## config.mk

```make
export PLATFORM = sky130hd
export DESIGN_NAME = snd_dac_sched
export DESIGN_NICKNAME = d
export VERILOG_FILES = /design/src/rtl/snd_dac_sched.sv
export SDC_FILE = /design/constraint.sdc
export NUM_CORES = 2
export LEC_CHECK = 0
export ABC_AREA = 1
export CAP_MARGIN = 5
export CORE_UTILIZATION = 48
export CTS_BUF_LIST = sky130_fd_sc_hd__clkbuf_16
export DETAILED_ROUTE_END_ITERATION = 8
export GPL_ROUTABILITY_DRIVEN = 0
export PLACE_DENSITY = 0.66
export SLEW_MARGIN = 20
export SYNTH_ARGS = -nofsm -noshare
export SYNTH_HDL_FRONTEND = slang
export SYNTH_SLANG_ARGS = --single-unit
```

## constraint.sdc

```tcl
create_clock -name clk -period 4 [get_ports clk]
set_clock_uncertainty 0.05 [all_clocks]
set_input_delay 0.8 -clock clk [delete_from_list [all_inputs] [get_ports clk]]
set_output_delay 0.8 -clock clk [all_outputs]
set_load 0.01 [all_outputs]
```

## src/rtl/snd_dac_sched.sv

```systemverilog
// snd_dac_sched: buffers command-bus sound samples and paces them to snd_dac; schedules vol_dac updates.
// Optional SND_VOL_RAMP_EN: volume walks one LSB per transfer toward the target instead of jumping.
//
// state        | meaning
// ST_IDLE      | waiting for a tick (sound) or a pending update (volume)
// ST_ISSUE     | one-cycle valid pulse to the DAC
// ST_WAIT_BUSY | waiting for DAC ready to drop, bounded by BUSY_TO
// ST_WAIT_DONE | DAC busy, waiting for ready to return
module snd_dac_sched #(
   parameter int         FIFO_AW   = 8,
   parameter int         LOW_WM    = 64,
   parameter logic [7:0] BASE_ADDR = 8'h10,
   parameter int         BUSY_TO   = 4
) (
   input  logic               clk,
   input  logic               reset_n,
   input  logic               cmd_wr,
   input  logic [7:0]         cmd_addr,
   input  logic [31:0]        cmd_data,
   output logic [7:0]         sound_data,
   output logic               sound_valid,
   input  logic               snddac_ready,
   output logic [7:0]         volume_data,
   output logic               volume_valid,
   input  logic               voldac_ready,
   output logic [FIFO_AW:0]   o_level,
   output logic               o_underrun,
   output logic               o_overflow,
   output logic               o_late,
   output logic               o_irq
);

   localparam int DEPTH = 1 << FIFO_AW;
   localparam int LVL_W = FIFO_AW + 1;
   localparam int TO_W  = $clog2(BUSY_TO + 1);

   typedef enum logic [1:0] {ST_IDLE, ST_ISSUE, ST_WAIT_BUSY, ST_WAIT_DONE} dac_st_e;

   logic [7:0]         mem_q [DEPTH];
   logic [FIFO_AW-1:0] wr_ptr_q, wr_ptr_d, rd_ptr_q, rd_ptr_d;
   logic [LVL_W-1:0]   level_q, level_d;
   logic [15:0]        div_q, div_d, tick_cnt_q, tick_cnt_d;
   logic               enable_q, enable_d;
   logic [7:0]         vol_target_q, vol_target_d;
   logic               vol_pending_q, vol_pending_d;
   dac_st_e            snd_st_q, snd_st_d, vol_st_q, vol_st_d;
   logic [TO_W-1:0]    snd_to_q, snd_to_d, vol_to_q, vol_to_d;
   logic [7:0]         sound_data_q, sound_data_d, volume_data_q, volume_data_d;
   logic               underrun_q, underrun_d, overflow_q, overflow_d, late_q, late_d;

   logic wr_snd, wr_div, wr_vol, wr_ctrl, push, pop, tick, clr_flags;
   logic set_underrun, set_late, vol_req;
   logic [7:0] vol_next;

   always_comb begin
      wr_snd    = cmd_wr && (cmd_addr == BASE_ADDR);
      wr_div    = cmd_wr && (cmd_addr == BASE_ADDR + 8'd1);
      wr_vol    = cmd_wr && (cmd_addr == BASE_ADDR + 8'd2);
      wr_ctrl   = cmd_wr && (cmd_addr == BASE_ADDR + 8'd3);
      clr_flags = wr_ctrl && cmd_data[1];
      tick      = enable_q && (tick_cnt_q == div_q);
      push      = wr_snd && (level_q <= LVL_W'(DEPTH - 4));

      div_d    = wr_div ? cmd_data[15:0] : div_q;
      enable_d = wr_ctrl ? cmd_data[0] : enable_q;
      tick_cnt_d = tick_cnt_q + 16'd1;
      if (wr_div || !enable_q || tick) tick_cnt_d = '0;

      snd_st_d     = snd_st_q;
      snd_to_d     = snd_to_q;
      sound_data_d = sound_data_q;
      pop          = 1'b0;
      set_underrun = 1'b0;
      case (snd_st_q)
         ST_IDLE: begin
            if (tick) begin
               if (level_q != '0) begin
                  pop          = 1'b1;
                  sound_data_d = mem_q[rd_ptr_q];
               end else begin
                  sound_data_d = 8'h80;
                  set_underrun = 1'b1;
               end
               snd_st_d = ST_ISSUE;
            end
         end
         ST_ISSUE: begin
            snd_to_d = TO_W'(BUSY_TO - 1);
            snd_st_d = ST_WAIT_BUSY;
         end
         ST_WAIT_BUSY: begin
            if (!snddac_ready)         snd_st_d = ST_WAIT_DONE;
            else if (snd_to_q == '0)   snd_st_d = ST_IDLE;
            else                       snd_to_d = snd_to_q - TO_W'(1);
         end
         ST_WAIT_DONE: if (snddac_ready) snd_st_d = ST_IDLE;
         default: snd_st_d = ST_IDLE;
      endcase
      set_late = tick && (snd_st_q != ST_IDLE);

      // push lands after the pop has already read the pre-push head
      wr_ptr_d = wr_ptr_q;
      rd_ptr_d = rd_ptr_q;
      level_d  = level_q;
      if (push) begin
         wr_ptr_d = wr_ptr_q + FIFO_AW'(4);
         level_d  = level_d + LVL_W'(4);
      end
      if (pop) begin
         rd_ptr_d = rd_ptr_q + FIFO_AW'(1);
         level_d  = level_d - LVL_W'(1);
      end
      if (wr_ctrl && cmd_data[2]) begin
         rd_ptr_d = wr_ptr_q;
         level_d  = '0;
      end

      underrun_d = (underrun_q && !clr_flags) || set_underrun;
      overflow_d = (overflow_q && !clr_flags) || (wr_snd && !push);
      late_d     = (late_q && !clr_flags) || set_late;

`ifdef SND_VOL_RAMP_EN
      vol_req = vol_pending_q || (volume_data_q != vol_target_q);
      if (volume_data_q < vol_target_q)      vol_next = volume_data_q + 8'd1;
      else if (volume_data_q > vol_target_q) vol_next = volume_data_q - 8'd1;
      else                                   vol_next = volume_data_q;
`else
      vol_req  = vol_pending_q;
      vol_next = vol_target_q;
`endif

      vol_st_d      = vol_st_q;
      vol_to_d      = vol_to_q;
      volume_data_d = volume_data_q;
      vol_pending_d = vol_pending_q;
      case (vol_st_q)
         ST_IDLE: begin
            if (vol_req && voldac_ready) begin
               volume_data_d = vol_next;
               vol_pending_d = 1'b0;
               vol_st_d      = ST_ISSUE;
            end
         end
         ST_ISSUE: begin
            vol_to_d = TO_W'(BUSY_TO - 1);
            vol_st_d = ST_WAIT_BUSY;
         end
         ST_WAIT_BUSY: begin
            if (!voldac_ready)         vol_st_d = ST_WAIT_DONE;
            else if (vol_to_q == '0)   vol_st_d = ST_IDLE;
            else                       vol_to_d = vol_to_q - TO_W'(1);
         end
         ST_WAIT_DONE: if (voldac_ready) vol_st_d = ST_IDLE;
         default: vol_st_d = ST_IDLE;
      endcase
      // a new write always re-arms, even on the cycle the previous one is taken
      vol_target_d = vol_target_q;
      if (wr_vol) begin
         vol_target_d  = cmd_data[7:0];
         vol_pending_d = 1'b1;
      end
   end

   always_ff @(posedge clk) begin
      if (push) begin
         for (int i = 0; i < 4; i++) mem_q[wr_ptr_q + FIFO_AW'(i)] <= cmd_data[8*i +: 8];
      end
   end

   always_ff @(posedge clk or negedge reset_n) begin
      if (!reset_n) begin
         wr_ptr_q      <= '0;
         rd_ptr_q      <= '0;
         level_q       <= '0;
         div_q         <= '0;
         tick_cnt_q    <= '0;
         enable_q      <= 1'b0;
         vol_target_q  <= '0;
         vol_pending_q <= 1'b0;
         snd_st_q      <= ST_IDLE;
         vol_st_q      <= ST_IDLE;
         snd_to_q      <= '0;
         vol_to_q      <= '0;
         sound_data_q  <= 8'h80;
         volume_data_q <= '0;
         underrun_q    <= 1'b0;
         overflow_q    <= 1'b0;
         late_q        <= 1'b0;
      end else begin
         wr_ptr_q      <= wr_ptr_d;
         rd_ptr_q      <= rd_ptr_d;
         level_q       <= level_d;
         div_q         <= div_d;
         tick_cnt_q    <= tick_cnt_d;
         enable_q      <= enable_d;
         vol_target_q  <= vol_target_d;
         vol_pending_q <= vol_pending_d;
         snd_st_q      <= snd_st_d;
         vol_st_q      <= vol_st_d;
         snd_to_q      <= snd_to_d;
         vol_to_q      <= vol_to_d;
         sound_data_q  <= sound_data_d;
         volume_data_q <= volume_data_d;
         underrun_q    <= underrun_d;
         overflow_q    <= overflow_d;
         late_q        <= late_d;
      end
   end

   assign sound_data   = sound_data_q;
   assign sound_valid  = (snd_st_q == ST_ISSUE);
   assign volume_data  = volume_data_q;
   assign volume_valid = (vol_st_q == ST_ISSUE);
   assign o_level      = level_q;
   assign o_underrun   = underrun_q;
   assign o_overflow   = overflow_q;
   assign o_late       = late_q;
   assign o_irq        = enable_q && (level_q <= LVL_W'(LOW_WM));

endmodule
```

# Yosys cells after proc, flatten, opt, wreduce, memory -nomap -nowiden
# Memory sizes are Yosys's and may differ from the RTL's.
# Index checks and enable logic that the tools add are counted.
# totals
ff_bits	96
ramBits	2048
out_inout_bits	31
memories	1
# classes
n_addsub	10
magnitude_cmp	2
n_eq_ne	21
n_mux	34
n_reduce_logical	41
# memory_table
name	depth	width	rd	rd_clocked_by_memory_dff	wr	line_no	text
mem_q	256	8	1	0	4	39	logic [7:0] mem_q [DEPTH];
# ops
cell	count
$eq A8 B5 Y1 const B	4
$mux W9	3
$mux W8	3
$add A16 B1 Y16 const B	1
$add A8 B1 Y8 const B	2
$add A8 B2 Y8 const B	2
$eq A16 B16 Y1	1
$mux W16	1
$mux W2	8
$ne A2 B2 Y1 const B	8
$pmux W2 S4	2
$logic_and A1 B1 Y1	15
$mux W3	4
$pmux W3 S2	2
$reduce_and A3 Y1	4
$reduce_bool A2 Y1	6
$mux W1	11
$add A9 B3 Y9 const B	1
$le A9 B7 Y1 const B	1
$le A9 B8 Y1 const B	1
$reduce_bool A9 Y1	1
$sub A9 B1 Y9 const B	1
$add A8 B3 Y8 const B	1
$eq A2 B2 Y1 const B	4
other kinds (8)	21

# Depth between registers and ports, before layout
# logic_depth
ltp_word	7
depth_mapped	18
mapped_depth_nobuf	17

# Worst setup path before layout
# OpenSTA, ideal clock, no wires.
# synth_timing
kind	in2reg
startpoint	input port cmd_addr[7]
endpoint	memory mem_q[188][0] (enable)
setup_ps	461
t_arrival_ps	3937
path_slack_ps	-448
stages	9
path_cell_list	nor2_1 and3_1 clkbuf_2 inv_1 nor3_1 nand2_1 inv_1 nand4_1 nor3_1
# synth_lines
element	line_no	text
from (decl)	18	input logic [7:0] cmd_addr,
to (decl)	39	

# Final worst setup path
# layout_timing
startpoint	register rd_ptr_q[1]
endpoint	register sound_data_q[2], in the netlist sound_data[2]
# layout_via
elab_chain_cells	2
# layout_lines
element	line_no	text
from (decl)	40	logic [FIFO_AW-1:0] wr_ptr_q, wr_ptr_d, rd_ptr_q, rd_ptr_d;
from (signal assigned)	191	rd_ptr_q <= rd_ptr_d;
$mem_v2 Z256 W8	n/a	
$mux W8	77	if (level_q != '0) begin
to (signal assigned)	202	sound_data_q <= sound_data_d;
to (decl)	48	logic [7:0] sound_data_q, sound_data_d, volume_data_q, volume_data_d;
# Every way passes these cells.
# A chain may end at the register's enable or synchronous reset.

==> summary.md <==
| Metric | Value |
|---|---|
| Reg2reg end | `sound_data[2]$_DFFE_PN0P_` |
| Slew headroom | `19.63%` |
| Worst r2r src | `rd_ptr_q[1]$_DFFE_PN0P_` |
| Setup Buffers After CTS | `0` |
| Launch point of the worst path | `rd_ptr_q[1]$_DFFE_PN0P_` |
| Final #Nets | `roughly 7700` |
| Slew Limit Fails | `0` |
| Crit share post-route | `between 80 and 90%` |
| Die area | `185500 µm²` |
| GRT overflow | `0` |
| Startpoint Class | `flop` |
| Leak Pwr | `35.41 nW` |
| CP Data Required Time | `around 4.7 ns` |
| Clk sinks | `about 2100` |
| First-pass GRT wire length | `about 360 mm` |
| Post-synth ARST share | `under 10%` |
| CTS HTree Levels | `4` |
| Syn Inst Count | `7525` |
| Layout area overhead | `12.60%` |
| Slew @ Worst Pin | `1.206 ns` |
| Die X | `430.7 µm` |
| Core area | `roughly 180000 µm²` |
| Cell area after synthesis | `around 88000 µm²` |
| Cell Chain, Critical Path | `inv_8, buf_12, nor2_1, o21ai_0, nand3_1, nand3_1, nand3_1, nand3_1, nand2_1, nand2_1, nand3_1, nand3_1, nand2_1` |
| Number of synthesized flops with an enable pin | `about 2000` |
| Max clock buf depth | `3` |
| WP buf/inv | `2` |
| Sequential area share after synthesis | `72.38%` |
| WHS Path Cells | `1` |
| Count leader, synth | `edfxtp_1` |
| Final Util | `roughly 55%` |
| Row cnt | `approximately 160` |
| Yosys reg bits | `~2100` |
| Antenna Nets Post-Route | `0` |
| Worst min path class | `input pin to flop` |
| Synth top area share | `about 70%` |
| R2R depth | `13` |
| Yosys top cell by area | `edfxtp_1` |
| Critical path's top delay family | `simple AND/OR/NAND/NOR gates` |
| Via count | `59210` |
| Maximum clock frequency | `301.8 MHz` |
| Worst-skew pair later-pin latency | `roughly 0.84 ns` |
| Power Density | `605.2 nW/µm²` |
| Initial core utilization | `~49%` |
| Syn nets | `around 7600` |
| Port buffer count | `75` |
| Synth top area cells | `edfxtp_1 70%, nor2_1 6.2%, nand3_1 5.7%` |
| Post-Route WL | `249.8 mm` |
| Slowest CP cell | `dfrtp_4` |
| Synth Area per Inst | `11.72 µm²` |
| HPWL Detailed | `between 100 and 150 mm` |
| Distinct cells, synth | `43` |
| Startpoint of the worst hold path | `cmd_data[2]` |
| Run status | `finished clean` |
| CP endpoint kind | `flop` |
| Largest net degree at the start of global routing | `105` |
| Global Route Usage Sum | `between 20% and 30%` |
| Synth warn | `0` |
| Final min period | `around 3.3 ns` |
| CTS root buf | `clkbuf_16` |
| DR DRC count | `0` |
| Clock transition at path regs | `roughly 0.060 ns` |
| Main synth FF type | `edfxtp_1` |
| Max Cap Viol | `0` |
| Hold EP | `mem_q[120][2]$_DFFE_PP_` |
| Crit path largest cell delay | `between 0.6 and 0.7 ns` |
| VDD IR max | `about 0.52 mV` |
| Critical path arrival | `3.98 ns` |
| Commonest cells post-synth | `2048 x edfxtp_1, 1451 x nor2_1, 999 x nand3_1` |
| Via/cell ratio | `around 5.8` |
| Crit Path Max Fanout | `62` |
| Initial antenna violation count | `14` |
| Tot Pwr | `around 60 mW` |
| CTS tree | `yes` |
| DRT iter0 DRCs | `around 7800` |
| CTS buffer count | `between 200 and 250` |
| Vias in the first global route | `between 50000 and 60000` |
| I/O pin total | `76` |
| Most used cell, CP | `nand3_1` |
| Final count of negative-setup-slack endpoints | `0` |
| First drt pass iteration count | `7` |
| RSZ-0062 raised after global routing | `false` |
| Worst Setup Path Type | `flop to flop` |
| Layout cells sized above 1 | `8.492%` |
| Hold Vio Cnt, Final | `0` |
| Routed length per instance | `24.46 µm` |
| Flop-to-flop setup slack | `between 0.6 and 0.7 ns` |
| Die height | `430.7 µm` |
-- layout make-up --
type,instances,area (µm²)
well taps,2449,3064
clock buffers,217,5430
clock inverters,172,1254
flip-flops and latches,2142,63870
diodes,3,7.507
fillers,14880,82390
multi-input cells,4554,20980
repair buffers,310,3323
inverters,365,1399
-- repair_timing --
item / in CTS / in global routing
hold buffers: 1 / 0
hold endpoints to repair: 53 / 0
resized for setup: 0 / 0
-- worst max path at each step --
stage	end	slack (ns)	cells past startpoint
after floorplan	mem_q[188][0]$_DFFE_PP_	-0.45	9
after global placement	mem_q[219][3]$_DFFE_PP_	0.30	11
after detailed placement	mem_q[216][5]$_DFFE_PP_	0.33	11
after CTS	o_irq	0.75	5
after global routing	sound_data[7]$_DFFE_PN1P_	0.62	13
final	sound_data[2]$_DFFE_PN0P_	0.69	13
-- flip-flops by register name, indices dropped and copies added, names as in the netlist --
name,count
mem_q,2048
div_q,16
tick_cnt_q,16
o_level,9
rd_ptr_q,8
sound_data,8
vol_next,8
volume_data,8
wr_ptr_q,6
snd_to_q,3
vol_to_q,3
snd_st_q,2
vol_st_q,2
enable_q,1
o_late,1
o_overflow,1
o_underrun,1
vol_pending_q,1
-- cell usage in the layout (no fill, tap or decap), types with 19 or more instances in the layout --
cell             count
or2_1               22
buf_12              71
clkinv_1            55
clkinv_2            40
clkbuf_16          217
o21ai_0            767
nor2_1            1389
a21oi_1             21
nor2_4              19
nand3_1            999
xor2_1              19
nand2_1            948
inv_1              404
ha_1                22
buf_4              196
o21ai_1             23
clkdlybuf4s50_1     42
nand4_1             19
nor2_2              45
edfxtp_1          2048
o211ai_1           188
dfrtp_1             87
-- stage by stage --
stage | TNS [ns] | std cells | setup WS [ns] | hold slack [ns] | instance area [µm²]
global placement | 0 | 9819 | 0.3015 | 0.4092 | 92630
floorplan | -28.66 | 7525 | -0.4478 | 0.3993 | 88210
global route | 0 | 10210 | 0.6160 | 0.3873 | 99320
detailed placement | 0 | 9819 | 0.3317 | 0.4110 | 92630
CTS | 0 | 10210 | 0.7524 | 0.3765 | 99320
finish | 0 | 10210 | 0.6870 | 0.4172 | 99330
-- power by group --
group | leakage, nW | internal (mW) | switching (mW)
Clock | 3.47 | 10.9 | 8.32
Sequential | 19.6 | 24.7 | 0.286
Combinational | 12.3 | 4.80 | 11.1
Total | 35.4 | 40.4 | 19.7
-- per-layer routing --
| metal | up-vias | wire length [µm] | track usage [%] |
|---|---|---|---|
| met5 | - | 0 | 0 |
| met4 | 0 | 8949 | 9.877 |
| met3 | 474 | 23550 | 3.678 |
| met2 | 3090 | 116700 | 41.89 |
| met1 | 29060 | 100600 | 37.76 |
| li1 | 26590 | - | - |
-- cell families after synthesis --
logic type,Yosys count,share of synthesized area (%)
DFF,2142,72.38
xor gates and xnor gates,22,0.2184
AOI/OAI and AO/OA,1012,6.319
adders and majority gates,22,0.3120
and+or+nand+nor,3489,16.52
muxes,9,0.1135
buffers and inverters,829,4.132
-- worst reg2reg max path: cells and delay by family (launching register included) --
kind	cells	cell delay [ns]
flip-flops	1	0.67
AO/OA/AOI/OAI	1	0.08
AND/OR/NAND/NOR	10	1.46
buffers and inverters	2	0.92
No activity file was read; power rests on OpenSTA's default activity.
